**config.mk**
```make
export PLATFORM = sky130hd
export DESIGN_NAME = mmio_sim_ctrl_flat
export DESIGN_NICKNAME = d
export VERILOG_FILES = /design/src/rtl/mmio_sim_ctrl_if.sv /design/src/rtl/mmio_sim_ctrl.sv /design/src/flat_wrapper.sv
export SDC_FILE = /design/constraint.sdc
export NUM_CORES = 1
export LEC_CHECK = 0
export BUFFER_PORTS_ARGS = -buffer_cell sky130_fd_sc_hd__buf_2
export CORE_AREA = 2 2 152 154
export CTS_BUF_LIST = sky130_fd_sc_hd__clkbuf_4
export DETAILED_ROUTE_END_ITERATION = 6
export DIE_AREA = 0 0 154 156
export MAX_ROUTING_LAYER = met4
export PLACE_DENSITY = 0.82
export SYNTH_ARGS = -nofsm -noshare
export SYNTH_HDL_FRONTEND = slang
export SYNTH_SLANG_ARGS = --single-unit
```
**constraint.sdc**
```tcl
create_clock -name clk_i -period 6.5 [get_ports clk_i]
set_input_delay 1.95 -clock clk_i [delete_from_list [all_inputs] [get_ports clk_i]]
set_output_delay 1.95 -clock clk_i [all_outputs]
set_load 0.01 [all_outputs]
```
**src/rtl/mmio_sim_ctrl_if.sv**
```systemverilog
// Core data-port bundle shared by the CPU side and the TCM side of mmio_sim_ctrl.
// The master drives requests and the slave returns accept and responses.
interface mmio_sim_ctrl_if;
  logic [31:0] addr;
  logic [31:0] data_wr;
  logic        rd;
  logic [3:0]  wr;
  logic        cacheable;
  logic [10:0] req_tag;
  logic        invalidate;
  logic        writeback;
  logic        flush;
  logic [31:0] data_rd;
  logic        accept;
  logic        ack;
  logic        error;
  logic [10:0] resp_tag;

  modport master (
    output addr, data_wr, rd, wr, cacheable, req_tag, invalidate, writeback, flush,
    input  data_rd, accept, ack, error, resp_tag
  );

  modport slave (
    input  addr, data_wr, rd, wr, cacheable, req_tag, invalidate, writeback, flush,
    output data_rd, accept, ack, error, resp_tag
  );
endinterface

```
**src/rtl/mmio_sim_ctrl.sv**
```systemverilog
// Data-port shim between core and TCM serving a 256-byte simulation-control MMIO
// window locally; the timeout watchdog is built only when MMIO_SIM_WDOG_EN is defined.
module mmio_sim_ctrl #(
  parameter logic [31:0] MMIO_BASE       = 32'hF000_0000,
  parameter int unsigned MAX_OUTSTANDING = 2
) (
  input  logic            clk_i,
  input  logic            rst_i,
  mmio_sim_ctrl_if.slave  cpu,
  mmio_sim_ctrl_if.master mem,
  output logic            done_o,
  output logic            timeout_o,
  output logic [31:0]     exit_code_o,
  output logic [31:0]     checksum_o,
  output logic [63:0]     cycle_count_o
);

  localparam logic [1:0] MAX_OUT      = 2'(MAX_OUTSTANDING);
  localparam logic [5:0] REG_DONE     = 6'h00;
  localparam logic [5:0] REG_CHECKSUM = 6'h01;
  localparam logic [5:0] REG_CYCLE_LO = 6'h02;
  localparam logic [5:0] REG_CYCLE_HI = 6'h03;
  localparam logic [5:0] REG_TIMEOUT  = 6'h04;
  localparam logic [5:0] REG_STATUS   = 6'h05;

  logic        cpu_is_rd;
  logic        cpu_is_wr;
  logic        cpu_is_maint;
  logic        cpu_req;
  logic        mmio_hit;
  logic        fwd_allowed;
  logic        fwd_gate;
  logic        fwd_fire;
  logic        local_ok;
  logic        local_fire;

  logic [1:0]  out_cnt_reg;
  logic [1:0]  out_cnt_next;
  logic        local_pend_reg;
  logic [10:0] local_tag_reg;
  logic [31:0] local_data_reg;
  logic        local_err_reg;

  logic        done_reg;
  logic        timeout_reg;
  logic [31:0] exit_code_reg;
  logic [31:0] checksum_reg;
  logic [31:0] checksum_next;
  logic [31:0] timeout_limit_reg;
  logic [63:0] cycle_reg;
  logic        timeout_hit;

  logic [5:0]  reg_idx;
  logic        reg_valid;
  logic [31:0] rd_mux;
  logic [31:0] wr_mask;
  logic        wr_local;
  logic        wr_done;
  logic        wr_checksum;

  // Request classification and window decode
  assign cpu_is_rd    = cpu.rd;
  assign cpu_is_wr    = (cpu.wr != 4'b0000);
  assign cpu_is_maint = cpu.flush | cpu.invalidate | cpu.writeback;
  assign cpu_req      = cpu_is_rd | cpu_is_wr | cpu_is_maint;
  assign mmio_hit     = (cpu_is_rd | cpu_is_wr) && (cpu.addr[31:8] == MMIO_BASE[31:8]);

  // A pending local response owns the response channel, so forwarding waits for it
  assign fwd_allowed = (out_cnt_reg != MAX_OUT) && !local_pend_reg;
  assign fwd_gate    = !mmio_hit && fwd_allowed;
  assign fwd_fire    = cpu_req && fwd_gate && mem.accept;

  // Local accesses only start with an empty downstream pipe to keep responses ordered
  assign local_ok   = (out_cnt_reg == 2'd0) && !local_pend_reg;
  assign local_fire = mmio_hit && local_ok;

  assign mem.addr       = cpu.addr;
  assign mem.data_wr    = cpu.data_wr;
  assign mem.cacheable  = cpu.cacheable;
  assign mem.req_tag    = cpu.req_tag;
  assign mem.rd         = cpu.rd & fwd_gate;
  assign mem.wr         = cpu.wr & {4{fwd_gate}};
  assign mem.invalidate = cpu.invalidate & fwd_gate;
  assign mem.writeback  = cpu.writeback & fwd_gate;
  assign mem.flush      = cpu.flush & fwd_gate;

  assign cpu.accept = mmio_hit ? local_ok : (mem.accept & fwd_allowed);

  // Response channel: the registered local response has priority over pass-through
  always_comb begin
    cpu.ack      = mem.ack;
    cpu.data_rd  = mem.data_rd;
    cpu.error    = mem.error;
    cpu.resp_tag = mem.resp_tag;
    if (local_pend_reg) begin
      cpu.ack      = 1'b1;
      cpu.data_rd  = local_data_reg;
      cpu.error    = local_err_reg;
      cpu.resp_tag = local_tag_reg;
    end
  end

  always_comb begin
    out_cnt_next = out_cnt_reg;
    if (fwd_fire && !mem.ack) begin
      out_cnt_next = out_cnt_reg + 2'd1;
    end else if (!fwd_fire && mem.ack && (out_cnt_reg != 2'd0)) begin
      out_cnt_next = out_cnt_reg - 2'd1;
    end
  end

  // Register file decode
  assign reg_idx = cpu.addr[7:2];

  always_comb begin
    rd_mux    = 32'd0;
    reg_valid = 1'b1;
    case (reg_idx)
      REG_DONE:     rd_mux = exit_code_reg;
      REG_CHECKSUM: rd_mux = checksum_reg;
      REG_CYCLE_LO: rd_mux = cycle_reg[31:0];
      REG_CYCLE_HI: rd_mux = cycle_reg[63:32];
      REG_TIMEOUT:  rd_mux = timeout_limit_reg;
      REG_STATUS:   rd_mux = {30'd0, timeout_reg, done_reg};
      default:      reg_valid = 1'b0;
    endcase
  end

  generate
    for (genvar gi = 0; gi < 4; gi++) begin : g_lane
      assign wr_mask[gi*8 +: 8] = {8{cpu.wr[gi]}};
    end
  endgenerate

  assign wr_local      = local_fire && cpu_is_wr;
  assign wr_done       = wr_local && (reg_idx == REG_DONE);
  assign wr_checksum   = wr_local && (reg_idx == REG_CHECKSUM);
  assign checksum_next = (checksum_reg & ~wr_mask) | (cpu.data_wr & wr_mask);

`ifdef MMIO_SIM_WDOG_EN
  logic        wr_timeout;
  logic [31:0] timeout_limit_next;

  assign wr_timeout         = wr_local && (reg_idx == REG_TIMEOUT);
  assign timeout_limit_next = (timeout_limit_reg & ~wr_mask) | (cpu.data_wr & wr_mask);
  // Compared against the pre-increment low word, so expiry lands one count past the limit
  assign timeout_hit = (timeout_limit_reg != 32'd0) && !done_reg &&
                       (cycle_reg[31:0] >= timeout_limit_reg);

  always_ff @(posedge clk_i or posedge rst_i) begin
    if (rst_i) begin
      timeout_limit_reg <= 32'd0;
    end else if (wr_timeout) begin
      timeout_limit_reg <= timeout_limit_next;
    end
  end
`else
  assign timeout_hit       = 1'b0;
  assign timeout_limit_reg = 32'd0;
`endif

  always_ff @(posedge clk_i or posedge rst_i) begin
    if (rst_i) begin
      out_cnt_reg    <= 2'd0;
      local_pend_reg <= 1'b0;
      local_tag_reg  <= 11'd0;
      local_data_reg <= 32'd0;
      local_err_reg  <= 1'b0;
    end else begin
      out_cnt_reg    <= out_cnt_next;
      local_pend_reg <= local_fire;
      if (local_fire) begin
        local_tag_reg  <= cpu.req_tag;
        local_data_reg <= rd_mux;
        local_err_reg  <= !reg_valid;
      end
    end
  end

  // Status state; the counter stops as soon as either terminal flag is up
  always_ff @(posedge clk_i or posedge rst_i) begin
    if (rst_i) begin
      done_reg      <= 1'b0;
      timeout_reg   <= 1'b0;
      exit_code_reg <= 32'd0;
      checksum_reg  <= 32'd0;
      cycle_reg     <= 64'd0;
    end else begin
      if (!done_reg && !timeout_reg) begin
        cycle_reg <= cycle_reg + 64'd1;
      end
      if (wr_done) begin
        done_reg      <= 1'b1;
        exit_code_reg <= cpu.data_wr;
      end
      if (wr_checksum) begin
        checksum_reg <= checksum_next;
      end
      if (timeout_hit) begin
        timeout_reg <= 1'b1;
      end
    end
  end

  assign done_o        = done_reg;
  assign timeout_o     = timeout_reg;
  assign exit_code_o   = exit_code_reg;
  assign checksum_o    = checksum_reg;
  assign cycle_count_o = cycle_reg;

endmodule

```
**src/flat_wrapper.sv**
```systemverilog
// flat-port wrapper written by rule: the top's interface ports become plain ports
module mmio_sim_ctrl_flat 
#(
  parameter logic [31:0] MMIO_BASE       = 32'hF000_0000,
  parameter int unsigned MAX_OUTSTANDING = 2
)
  (clk_i, rst_i, done_o, timeout_o, exit_code_o, checksum_o, cycle_count_o, cpu_addr, cpu_data_wr, cpu_rd, cpu_wr, cpu_cacheable, cpu_req_tag, cpu_invalidate, cpu_writeback, cpu_flush, cpu_data_rd, cpu_accept, cpu_ack, cpu_error, cpu_resp_tag, mem_addr, mem_data_wr, mem_rd, mem_wr, mem_cacheable, mem_req_tag, mem_invalidate, mem_writeback, mem_flush, mem_data_rd, mem_accept, mem_ack, mem_error, mem_resp_tag);
  mmio_sim_ctrl_if cpu_i ();
  mmio_sim_ctrl_if mem_i ();
  input  logic clk_i;
  input  logic rst_i;
  output logic done_o;
  output logic timeout_o;
  output logic [31:0] exit_code_o;
  output logic [31:0] checksum_o;
  output logic [63:0] cycle_count_o;
  input wire logic [$bits(cpu_i.addr)-1:0] cpu_addr;
  input wire logic [$bits(cpu_i.data_wr)-1:0] cpu_data_wr;
  input wire logic [$bits(cpu_i.rd)-1:0] cpu_rd;
  input wire logic [$bits(cpu_i.wr)-1:0] cpu_wr;
  input wire logic [$bits(cpu_i.cacheable)-1:0] cpu_cacheable;
  input wire logic [$bits(cpu_i.req_tag)-1:0] cpu_req_tag;
  input wire logic [$bits(cpu_i.invalidate)-1:0] cpu_invalidate;
  input wire logic [$bits(cpu_i.writeback)-1:0] cpu_writeback;
  input wire logic [$bits(cpu_i.flush)-1:0] cpu_flush;
  output wire logic [$bits(cpu_i.data_rd)-1:0] cpu_data_rd;
  output wire logic [$bits(cpu_i.accept)-1:0] cpu_accept;
  output wire logic [$bits(cpu_i.ack)-1:0] cpu_ack;
  output wire logic [$bits(cpu_i.error)-1:0] cpu_error;
  output wire logic [$bits(cpu_i.resp_tag)-1:0] cpu_resp_tag;
  output wire logic [$bits(mem_i.addr)-1:0] mem_addr;
  output wire logic [$bits(mem_i.data_wr)-1:0] mem_data_wr;
  output wire logic [$bits(mem_i.rd)-1:0] mem_rd;
  output wire logic [$bits(mem_i.wr)-1:0] mem_wr;
  output wire logic [$bits(mem_i.cacheable)-1:0] mem_cacheable;
  output wire logic [$bits(mem_i.req_tag)-1:0] mem_req_tag;
  output wire logic [$bits(mem_i.invalidate)-1:0] mem_invalidate;
  output wire logic [$bits(mem_i.writeback)-1:0] mem_writeback;
  output wire logic [$bits(mem_i.flush)-1:0] mem_flush;
  input wire logic [$bits(mem_i.data_rd)-1:0] mem_data_rd;
  input wire logic [$bits(mem_i.accept)-1:0] mem_accept;
  input wire logic [$bits(mem_i.ack)-1:0] mem_ack;
  input wire logic [$bits(mem_i.error)-1:0] mem_error;
  input wire logic [$bits(mem_i.resp_tag)-1:0] mem_resp_tag;
  assign cpu_i.addr = cpu_addr;
  assign cpu_i.data_wr = cpu_data_wr;
  assign cpu_i.rd = cpu_rd;
  assign cpu_i.wr = cpu_wr;
  assign cpu_i.cacheable = cpu_cacheable;
  assign cpu_i.req_tag = cpu_req_tag;
  assign cpu_i.invalidate = cpu_invalidate;
  assign cpu_i.writeback = cpu_writeback;
  assign cpu_i.flush = cpu_flush;
  assign cpu_data_rd = cpu_i.data_rd;
  assign cpu_accept = cpu_i.accept;
  assign cpu_ack = cpu_i.ack;
  assign cpu_error = cpu_i.error;
  assign cpu_resp_tag = cpu_i.resp_tag;
  assign mem_addr = mem_i.addr;
  assign mem_data_wr = mem_i.data_wr;
  assign mem_rd = mem_i.rd;
  assign mem_wr = mem_i.wr;
  assign mem_cacheable = mem_i.cacheable;
  assign mem_req_tag = mem_i.req_tag;
  assign mem_invalidate = mem_i.invalidate;
  assign mem_writeback = mem_i.writeback;
  assign mem_flush = mem_i.flush;
  assign mem_i.data_rd = mem_data_rd;
  assign mem_i.accept = mem_accept;
  assign mem_i.ack = mem_ack;
  assign mem_i.error = mem_error;
  assign mem_i.resp_tag = mem_resp_tag;
  mmio_sim_ctrl #(.MMIO_BASE(MMIO_BASE), .MAX_OUTSTANDING(MAX_OUTSTANDING)) u_core (.clk_i(clk_i), .rst_i(rst_i), .cpu(cpu_i), .mem(mem_i), .done_o(done_o), .timeout_o(timeout_o), .exit_code_o(exit_code_o), .checksum_o(checksum_o), .cycle_count_o(cycle_count_o));
endmodule
```
# [Yosys cells after proc, flatten, opt, wreduce, memory -nomap -nowiden]
# Cells that the tools add are included.
[word_totals] output_inout_bits=260 elab_cells=66 in_bits=132 ff_bits=176
[classes] n_eq_ne=7 addsub=3 reduce_logical=24 n_mux=9 bitwise_logic=14
[ops] op="case mux 32 bit (5 select lines)" count=1
[ops] op="adder 64 x 1 -> 64 bit (second input constant)" count=1
[ops] op="AND 32 bit" count=2
[ops] op="2-to-1 mux 32 bit" count=1
[ops] op="NOT 32 bit" count=1
[ops] op="bitwise OR 32 bit" count=1
[ops] op="equality test 24 bit (second input constant)" count=1
[ops] op="logical AND 1 bit" count=13
[ops] op="equality test 6 x 2 -> 1 bit (second input constant)" count=2
[ops] op="equality test 6 x 3 -> 1 bit (second input constant)" count=2
[ops] op="2-to-1 mux 11 bit" count=1
[ops] op="equality test 6 x 1 -> 1 bit (second input constant)" count=1
[ops] op="logical NOT 6 bit" count=1
[ops] op="OR reduction 6 bit" count=1
[ops] op="AND 1 bit" count=5
[ops] op="logical NOT 1 bit" count=5
[ops] op="AND 4 bit" count=1
[ops] op="2-to-1 mux 1 bit" count=4
[ops] op="2-to-1 mux 2 bit" count=2
[ops] op="bitwise OR 1 bit" count=4
[ops] op="nonzero test 2 bit" count=2
[ops] op="nonzero test 4 bit" count=1
[ops] op="adder 2 x 1 -> 2 bit (second input constant)" count=1
[ops] op="logical NOT 2 bit" count=1
[ops] op="other kinds (2)" count=2

# [Logic depth before layout (Yosys ltp)]
[depth] ltp_word=12 ltp_mapped=8 depth_no_buf=6

# [Least setup slack after synthesis]
# Ideal clock, no wire load.
[synth_path] kind="in2out" start="input cpu_wr[1]" end="output cpu_accept" n_path_buf=1 t_required_ps=4550 arrival_ps=3289 path_stages=5 path_slack_ps=1261 path_cell_list="or4_4 -> o211ai_2 -> o21ai_0 -> clkbuf_1 -> o21bai_1"
[synth_via] elab_chain_cells=4
[synth_lines] element="start: declaration" line_no="flat_wrapper.sv:20" source="input wire logic [$bits(cpu_i.wr)-1:0] cpu_wr;"
[synth_lines] element="nonzero test 4 bit" line_no="mmio_sim_ctrl.sv:63" source="assign cpu_is_wr = (cpu.wr != 4'b0000);"
[synth_lines] element="bitwise OR 1 bit" line_no="mmio_sim_ctrl.sv:66" source="assign mmio_hit = (cpu_is_rd | cpu_is_wr) && (cpu.addr[31:8] == MMIO_BASE[31:8]);"
[synth_lines] element="logical AND 1 bit" line_no="mmio_sim_ctrl.sv:66"
[synth_lines] element="2-to-1 mux 1 bit" line_no="mmio_sim_ctrl.sv:87" source="assign cpu.accept = mmio_hit ? local_ok : (mem.accept & fwd_allowed);"
[synth_lines] element="end: declaration" line_no="flat_wrapper.sv:27" source="output wire logic [$bits(cpu_i.accept)-1:0] cpu_accept;"
# No other way between the ends.

# [Worst setup path in the final report]
[layout_path] start="input cpu_wr[1]" end="output mem_wr[0]"
[layout_via] elab_chain_cells=6
[layout_lines] element="nonzero test 4 bit" line_no="mmio_sim_ctrl.sv:63"
[layout_lines] element="bitwise OR 1 bit" line_no="mmio_sim_ctrl.sv:66"
[layout_lines] element="logical AND 1 bit" line_no="mmio_sim_ctrl.sv:66"
[layout_lines] element="logical NOT 1 bit" line_no="mmio_sim_ctrl.sv:70" source="assign fwd_gate = !mmio_hit && fwd_allowed;"
[layout_lines] element="logical AND 1 bit" line_no="mmio_sim_ctrl.sv:70"
[layout_lines] element="AND 4 bit" line_no="mmio_sim_ctrl.sv:82" source="assign mem.wr = cpu.wr & {4{fwd_gate}};"
[layout_lines] element="end: declaration" line_no="flat_wrapper.sv:34" source="output wire logic [$bits(mem_i.wr)-1:0] mem_wr;"
# No other way between the ends.

==> results <==
- The run finished with clean final reports.
- The timing-limited maximum frequency is 184 MHz.
- The sequential element share of the synthesized area is 0.468.
- Clock tree synthesis inserted a total of 17 buffers.
- The worst register-to-register path has a depth of 6.
- The global placement routability congestion is about 0.86.
- The footprint of the multi-input gates is 4150 um2.
- Setup repair after global routing left no endpoint under its margin.
- From bottom edge to top edge, the die measures 156 um.
- The worst setup slack before clock tree synthesis is 1090 ps.
- The final route contains 7,766 vias.
- Summed over all nets, the half-perimeter wirelength after detailed placement is just over 20,000 um.
- The total of flip-flops plus latches after synthesis is 176.
- The number of pins with negative max-slew slack in the final report came to 0.
- The standby leakage power is just under 6 nW.
- For this run, the total global-route usage over all layers was measured as 0.237.
- After synthesis, the largest family of logic cells by area is multiplexers.
- Clock tree synthesis selected as its root buffer the cell sky130_fd_sc_hd__clkbuf_4.
- Counting I/O delays and the setup requirement, the final critical path takes 5420 ps.
- STA classifies the critical path startpoint as a primary input.
- The worst register-to-register path ends at u_core.exit_code_o[24].
- After clock tree synthesis, the clock-pin slew on the worst setup and hold paths is 140 ps.
- For the final database, setup skew stands at 35.5 ps.
- Counting every net in the synthesized netlist gives 998.
- The number of different library cells used by synthesis comes to between 50 and 60.
- The initial core utilization is 0.421.
- Measured against its own limit, the worst slew margin works out to 0.129.
- The dominant register cell in the synthesized netlist is sky130_fd_sc_hd__dfrtp_1.
- The fraction of final layout cells sized beyond drive strength 1 is 0.478.
- The count of nets left with antenna violations after detail routing is 0.
- The clock latency of the later-clocked register in the worst-skew pair is about 580 ps.
- Of the total synthesized cell area, the portion taken by full adders, half adders and majority gates is 0.00133.
- The width of the die is 154 um.
- The number of endpoints with negative hold slack in the final report was 0.
- In this run, post-CTS repair resized a total of 0 instances.
- The minimum setup slack among reg-to-reg paths is ~2700 ps.
- The first TritonRoute pass finished after 5 iterations.
- The die covers 24,000 um2.
- The startpoint identified for the worst register-to-register timing path is u_core.local_pend_reg.
- The synthesized-area fraction occupied by and/or/nand/nor cells is 0.127.
- The net count reported at finish is around 1,300.
- In this run, synthesis inferred 0 flip-flops with an integrated enable.
- The I/O pin count is 392.
- The startpoint identified for the worst hold timing path is u_core.local_tag_reg[2].
- The total DRC errors in the routed layout is 0.
- Setup violations remaining at the end of the flow were counted as 0.
- Yosys printed 0 warnings.
- The transition time of the tightest slew-check pin is around 1300 ps.
- The sequential cell area is 4410 um2.
- VDD sags by at most 102 uV.
- The region available for standard cell placement spans approximately 22,000 um2.
- The number of instances on the worst hold path is 1.
- The filler cells instantiated in the layout total 2,038.
- The floorplan has 55 rows.
- For this block, the routed nets add up to around 28,000 um of wire.
- The path with the worst hold slack has its endpoint at u_core.local_tag_reg[2].
- Data on the critical path arrives at its endpoint at roughly 3500 ps.
- In this run the mean area of a mapped cell was 10.9 um2.
- The initial antenna violation count came to 3.
- The summed instance area of the synthesized netlist is 9410 um2.
- The pin count of the biggest net entering global routing is 177.
- In the routed layout, each cell is associated on average with a via count of 5.33.
- The clock sink count is between 150 and 200.
- The wire length of the first global-routing pass is 42,700 um.
- The worst setup margin is 1080 ps.
- The max-cap check violation count is 0.
- At the worst endpoint, the required time is 4550 ps.
- The min-delay analysis places its worst path in the category reg2reg.
- The part of the cycle the worst path needs is 0.834.
- The number of standard cells after synthesis is between 800 and 900.
- In this run, post-CTS hold repair placed 0 buffers.
- TritonCTS built the clock tree.
- The portion of synthesized area spent on multiplexers is 0.184.
- For this run the aggregate overflow at the end of global routing stands at 0.
- Dividing the detail-routed wire length by the instance count gives 19.4 um.
- The fraction of synthesis flops using an asynchronous set or reset pin is 1.00.
- The number of buffers on the longest clock path is 2.
- The area added between synthesis and finish is 20.1%.
- The critical path is of the in2out type.
- Tracing the worst setup path back leads to its startpoint at cpu_wr[1].
- The largest fanout on the critical path is 13.
- Adding up every negative setup slack in the final design gives 0 ps.
- Of the total synthesized cell area, the portion taken by XOR and XNOR cells is 0.0577.
- The number of port buffers is roughly 380.
- Once the clock tree was built, the setup fixing pass inserted 0 buffers.
- The first routing iteration left about 460 violations.
- The total power per unit cell area is around 180 nW/um2.
- STA classifies the critical path endpoint as a primary output.
- The via count of the first global-routing pass came to around 7,600.
- The H-tree generated during clock tree synthesis spans 4 levels.
- The post-synthesis compound-gate area fraction is 0.0685.
## where the power goes
group	switching, mW	internal (mW)	leakage (nW)
sequential	0.00879	1.10	2.44
combinational	0.140	0.101	3.33
clock	0.450	0.209	0.154
total	0.598	1.41	5.92
## synth_stat cells, types with 16 or more instances
cell                       instances  share of area
sky130_fd_sc_hd__a21oi_1          32          0.017
sky130_fd_sc_hd__dfrtp_1         176           0.47
sky130_fd_sc_hd__mux2_4           16          0.026
sky130_fd_sc_hd__mux2i_1          32          0.034
sky130_fd_sc_hd__nand2_1          57          0.023
sky130_fd_sc_hd__xnor2_1          49          0.046
sky130_fd_sc_hd__nand3_1          29          0.015
sky130_fd_sc_hd__nor2_1           54          0.022
sky130_fd_sc_hd__clkbuf_1         23         0.0092
sky130_fd_sc_hd__mux2_2          103           0.12
sky130_fd_sc_hd__nand4_1          21          0.014
sky130_fd_sc_hd__o21ai_0          33          0.018
sky130_fd_sc_hd__buf_4            80          0.064
sky130_fd_sc_hd__a22oi_1          32          0.026
## cell usage in the layout, fill, tap and decap left out, drive strengths merged, types with 3 or more instances in the layout
cell type,synthesis,final
nor4,8,8
nand3,29,29
and4,10,10
and2,7,7
inv,15,20
and3,12,12
and4b,3,3
o21ai,33,33
diode,0,3
xor2,13,13
nor2,54,54
a22oi,32,32
clkinvlp,0,3
xnor2,49,49
nor3,9,9
mux2,120,120
nand4,22,22
dfrtp,176,176
mux2i,32,32
buf,100,395
nand2,57,57
nand2b,4,4
clkinv,0,6
clkbuf,24,17
a21oi,32,32
## through the flow
step / power (mW) / instance area (um2) / cells / hold WS (ps) / utilization
floorplan: 1.28 / 9410 / 865 / 475 / -
global placement: 1.36 / 11000 / 1421 / 483 / 0.491
detailed placement: 1.37 / 11000 / 1421 / 494 / 0.491
CTS: 2.03 / 11300 / 1453 / 528 / 0.505
global route: 2.10 / 11300 / 1456 / 548 / 0.505
finish: 2.01 / 11300 / 1456 / 524 / 0.505
## critical path: stages
cell                       delay (ps)
sky130_fd_sc_hd__buf_2            110
sky130_fd_sc_hd__or4_4            570
sky130_fd_sc_hd__o211ai_2         250
sky130_fd_sc_hd__o21ai_0          140
sky130_fd_sc_hd__buf_4            210
sky130_fd_sc_hd__nor2_1           110
sky130_fd_sc_hd__buf_2            140
## layout make-up
type / instances / share of cell area
flip-flops and latches: 176 / 0.390
multi-input cells: 550 / 0.368
repair buffers: 395 / 0.179
well taps: 285 / 0.0316
clock inverters: 15 / 0.0151
clock buffers: 17 / 0.0113
inverters: 15 / 0.00532
diodes: 3 / 0.000665
## cell families after synthesis
logic type | Yosys count
adders and majority gates | 1
and+or+nand+nor | 228
xor gates and xnor gates | 62
muxes | 152
AOI/OAI and AO/OA | 106
buffers and inverters | 139
other | 1
DFF | 176
## how the worst max path moves through the flow
stage and end:
2_1_floorplan cpu_accept, 3_3_place_gp mem_writeback, 3_5_place_dp mem_wr[0], 4_1_cts mem_writeback
5_1_grt mem_wr[0], 6_report mem_wr[0]
## per-layer routing
metal | share of wire | global-route usage | vias up | wire, um
met2 | 0.49 | 0.383 | 371 | 13900
met1 | 0.43 | 0.304 | 3796 | 12000
met5 | 0 | - | - | 0
met4 | 0.017 | 0.0770 | 0 | 486
li1 | - | - | 3561 | -
met3 | 0.063 | 0.0444 | 38 | 1770
Power figures use the tool's default switching activity.
